--- config.mk ---
export PLATFORM = sky130hd
export DESIGN_NAME = uart_rx
export DESIGN_NICKNAME = d
export VERILOG_FILES = /design/src/rtl/uart_rx.sv
export SDC_FILE = /design/constraint.sdc
export NUM_CORES = 1
export LEC_CHECK = 0
export ABC_AREA = 1
export CORE_ASPECT_RATIO = 1.1
export CORE_MARGIN = 10
export CORE_UTILIZATION = 60
export CTS_CLUSTER_SIZE = 14
export DETAILED_ROUTE_END_ITERATION = 10
export PLACE_DENSITY_LB_ADDON = 0.2
export SLEW_MARGIN = 20
export SYNTH_ARGS = -nofsm -noshare
export SYNTH_HDL_FRONTEND = slang
export SYNTH_SLANG_ARGS = --single-unit
--- constraint.sdc ---
create_clock -name i_clk -period 4.1 [get_ports i_clk]
set_input_delay 0.41 -clock i_clk [delete_from_list [all_inputs] [get_ports i_clk]]
set_output_delay 0.41 -clock i_clk [all_outputs]
set_load 0.01 [all_outputs]
--- src/rtl/uart_rx.sv ---
// uart_rx: 8N1 serial receiver with a 16x oversampling tick, two-flop input
// synchroniser and registered done / framing-error strobes.
module uart_rx #(
    parameter int CLK_FREQ   = 100_000_000,
    parameter int BAUD_RATE  = 9600,
    parameter int NB_BITS    = 8,
    parameter int OVERSAMPLE = 16
) (
    input  logic               i_clk,
    input  logic               i_rst,
    input  logic               i_rx,
    output logic [NB_BITS-1:0] o_data,
    output logic               o_rx_done,
    output logic               o_frame_err,
    output logic               o_busy
);

    localparam int TICK_DIV = CLK_FREQ / (BAUD_RATE * OVERSAMPLE);
    localparam int TW       = $clog2(TICK_DIV);
    localparam int NW       = (NB_BITS > 1) ? $clog2(NB_BITS) : 1;

    localparam logic [TW-1:0] TICK_LAST = TW'(TICK_DIV - 1);
    localparam logic [NW-1:0] N_LAST    = NW'(NB_BITS - 1);

    typedef enum logic [1:0] {
        IDLE,
        START,
        DATA,
        STOP
    } state_t;

    state_t               r_state;
    state_t               w_stateNext;

    logic                 r_sync1;
    logic                 r_sync2;
    logic                 w_rxS;

    logic [TW-1:0]        r_tickCnt;
    logic                 w_tick;

    logic [3:0]           r_s;
    logic [3:0]           w_sNext;
    logic [NW-1:0]        r_n;
    logic [NW-1:0]        w_nNext;
    logic [NB_BITS-1:0]   r_sh;
    logic [NB_BITS-1:0]   w_shNext;

    logic [NB_BITS-1:0]   r_data;
    logic [NB_BITS-1:0]   w_dataNext;
    logic                 r_rxDone;
    logic                 w_doneNext;
    logic                 r_frameErr;
    logic                 w_errNext;

    // Two-flop synchroniser; both stages reset to the idle-high line level.
    always_ff @(posedge i_clk) begin
        if (i_rst) begin
            r_sync1 <= 1'b1;
            r_sync2 <= 1'b1;
        end else begin
            r_sync1 <= i_rx;
            r_sync2 <= r_sync1;
        end
    end

    assign w_rxS = r_sync2;

    // Free-running oversample tick divider; a start edge does not restart it.
    always_ff @(posedge i_clk) begin
        if (i_rst) begin
            r_tickCnt <= '0;
        end else if (w_tick) begin
            r_tickCnt <= '0;
        end else begin
            r_tickCnt <= r_tickCnt + 1'b1;
        end
    end

    assign w_tick = (r_tickCnt == TICK_LAST);

    // State, counters, shift register and registered outputs.
    always_ff @(posedge i_clk) begin
        if (i_rst) begin
            r_state    <= IDLE;
            r_s        <= '0;
            r_n        <= '0;
            r_sh       <= '0;
            r_data     <= '0;
            r_rxDone   <= 1'b0;
            r_frameErr <= 1'b0;
        end else begin
            r_state    <= w_stateNext;
            r_s        <= w_sNext;
            r_n        <= w_nNext;
            r_sh       <= w_shNext;
            r_data     <= w_dataNext;
            r_rxDone   <= w_doneNext;
            r_frameErr <= w_errNext;
        end
    end

    // Deframing: sample the start bit mid-bit, then every 16 ticks after it.
    always_comb begin
        w_stateNext = r_state;
        w_sNext     = r_s;
        w_nNext     = r_n;
        w_shNext    = r_sh;
        w_dataNext  = r_data;
        w_doneNext  = 1'b0;
        w_errNext   = 1'b0;
        case (r_state)
            IDLE: begin
                if (!w_rxS) begin
                    w_stateNext = START;
                    w_sNext     = '0;
                end
            end
            START: begin
                if (w_tick) begin
                    if (r_s == 4'd7) begin
                        if (!w_rxS) begin
                            w_stateNext = DATA;
                            w_sNext     = '0;
                            w_nNext     = '0;
                        end else begin
                            w_stateNext = IDLE;
                        end
                    end else begin
                        w_sNext = r_s + 4'd1;
                    end
                end
            end
            DATA: begin
                if (w_tick) begin
                    w_sNext = r_s + 4'd1;
                    if (r_s == 4'd15) begin
                        w_shNext = {w_rxS, r_sh[NB_BITS-1:1]};
                        if (r_n == N_LAST) begin
                            w_nNext     = '0;
                            w_stateNext = STOP;
                        end else begin
                            w_nNext = r_n + 1'b1;
                        end
                    end
                end
            end
            STOP: begin
                if (w_tick) begin
                    w_sNext = r_s + 4'd1;
                    if (r_s == 4'd15) begin
                        if (w_rxS) begin
                            w_dataNext = r_sh;
                            w_doneNext = 1'b1;
                        end else begin
                            w_errNext = 1'b1;
                        end
                        w_stateNext = IDLE;
                    end
                end
            end
            default: begin
                w_stateNext = IDLE;
            end
        endcase
    end

    assign o_data      = r_data;
    assign o_rx_done   = r_rxDone;
    assign o_frame_err = r_frameErr;
    assign o_busy      = (r_state != IDLE);

endmodule

==> metrics.txt <==
clock sinks 39; final WL 3033 um; Cell Pwr Density 345.5 nW/um^2; clock share of power 0.295; DP HPWL 2226 um; Starting Density 0.6188; Synth Area per Inst 7.371 um^2; top_reg_cell synth dfxtp_1; largest net degree at the start of global routing 23; setup violators final 0; Worst path slowest cell clkdlybuf4s50_1; # diodes 0; root buf cell clkbuf_4; total global-route track usage 0.1248; Synth top cells by count 60 x nor2_1, 39 x dfxtp_1, 34 x nand2_1; EDFF count, synth 0; Synth Warn # 0; Sw Ratio 0.2512; Area contributors post-synth dfxtp_1 46%, nor2_1 13%, nand2_1 7.6%; Critical Path Start Type flop; Clock Latency Late Sink 0.34 ns; Boundary Pins 14; fillcell total 246; routed len/inst 10.91 um; fin cells 278; area share of the largest cell type after synthesis 0.4626; NetSw 0.1649 mW; Hold Path Class flop to flop; Slew @ Worst Pin 0.5417 ns; htree depth 2; #FFs+latches synth 39; final net count 253; max_slew headroom 0.6385; synthesized area 1688 um^2; crit path DAT 1.55 ns; gr ovfl total 0; Tmin final 1.965 ns; CP peak stage delay 0.54 ns; Residual DRC 0; class of the most critical setup path flop to output port; Area Growth Syn to Fin 12.53%; clock buffer depth 2; setup TNS 0 ns; TritonCTS clock tree done; initial antenna violation count 0; PortBufs 13; Die Height 75.63 um; CORE AREA 2728 um^2; Worst VDD drop 0.0002680 V; area of the multi-input gates 800.8 um^2; Synth area leader dfxtp_1; post-CTS setup buffers 0; register area 780.7 um^2; Req. time, crit path 3.69 ns; antenna violation net count after detailed routing 0; Max-cap violations 0; Chip Width 70.57 um; fin. max-slew vios 0; Synth Instances 229; overall power 0.6562 mW; routed vias 1389; status completed; Fin. Hold Viols 0; register area share after synthesis 0.4626; Crit Path Max Fanout 7; async set or reset register ratio after synthesis 0; drt via density 4.996; row count 20; crit-path cells nor2_1 -> inv_1 -> clkdlybuf4s50_1; total iterations of the first detailed-routing run 4; full die area 5337 um^2; number of CTS-inserted buffers 5; Combinational Power Share 0.102; Post-Route Skew 0.01105 ns; CTS Hold Bufs 0; clock transition at the registers of the reported paths 0.11 ns; power share of the sequential group 0.602; leak pwr 0.8502 nW; initial drt markers 77; first-pass GRT wire length 5437 um; Resize count post-CTS 0; placed cell count 271; most frequent cell after synthesis nor2_1; RSZ-0062 raised after global routing no; Distinct cells, synth 24; delay-heaviest family, CP buffers and inverters; vias in the first global route 1296; routability cong. 0.9237; layout cells sized above 1 0.07755; internal power 0.4913 mW; Net Count, Synth 237; Fmax 509.0 MHz; Final Cycle Share 0.4792; Worst setup EP type output port; CP Buf/Inv Count 2; Core Util, Final 0.6963
[cell type report]
| type | instances | area share |
|---|---|---|
| flip-flops and latches | 39 | 0.4111 |
| multi-input cells | 162 | 0.4216 |
| clock inverters | 1 | 0.002635 |
| well taps | 33 | 0.02174 |
| repair buffers | 13 | 0.06851 |
| clock buffers | 6 | 0.02701 |
| inverters | 24 | 0.04743 |
[stage by stage]
stage / hold WS, ns / worst slack [ns] / area (um^2)
after global routing: 0.4468 / 2.032 / 1899
final: 0.4246 / 2.135 / 1899
after floorplan: 0.3895 / 2.679 / 1688
after detailed placement: 0.4021 / 2.032 / 1843
after CTS: 0.4277 / 2.126 / 1899
after global placement: 0.3969 / 2.076 / 1843
[layer usage]
metal	track usage	vias up	share of wire
li1	-	754	-
met1	0.1466	605	0.48
met2	0.1986	24	0.45
met3	0.05208	6	0.049
met4	0.05161	0	0.018
met5	0	-	0
[power by group through the flow]
stage          registers, mW  logic (mW)  clock network, mW
5_1_grt                0.397      0.0772              0.214
2_1_floorplan          0.398      0.0564                  0
3_3_place_gp           0.403      0.0675                  0
4_1_cts                0.395      0.0676              0.200
6_report               0.395      0.0672              0.194
3_5_place_dp           0.404      0.0675                  0
[cell usage in the layout (no fill, tap or decap)]
cell type / instances
a21oi_1: 14
clkbuf_4: 5
clkbuf_8: 1
clkdlybuf4s50_1: 13
clkinv_2: 1
dfxtp_1: 39
ha_1: 5
inv_1: 21
inv_2: 3
nand2_1: 34
nand2_2: 1
nand3_1: 11
nand3_2: 1
nand3_4: 1
nand3b_1: 2
nand4_1: 1
nor2_1: 60
nor2_2: 1
nor2_4: 1
nor3_1: 2
nor3_4: 1
o21ai_0: 17
o21bai_1: 3
or2_2: 3
xnor2_1: 1
xor2_1: 3
[cell families (layout without fill, tap and decap cells)]
family | Yosys count | count (layout) | share of synthesized area
AOI/OAI and AO/OA | 34 | 34 | 0.1053
xor gates and xnor gates | 4 | 4 | 0.02076
adders and majority gates | 5 | 5 | 0.03706
buffers and inverters | 28 | 44 | 0.06301
DFF | 39 | 39 | 0.4626
and+or+nand+nor | 119 | 119 | 0.3114
[path summary, 6_finish.rpt]
path / from / end / slack, ns / cells past startpoint
worst max-delay path: flop / o_busy / 2.14 / 3
worst min-delay path: r_sync1 / r_sync2 / 0.42 / 1
worst max register to register: r_s[0] / o_data[6] / 2.44 / 8
worst min register to register: r_sync1 / r_sync2 / 0.42 / 1
[registers in the layout, indices dropped and copies added, names as in the netlist, named ones only]
name,cells
o_data,8
o_frame_err,1
o_rx_done,1
r_n,3
r_s,4
r_sh,8
r_state,1
r_sync1,1
r_sync2,1
r_tickCnt,10
Power figures use the tool's default switching activity.
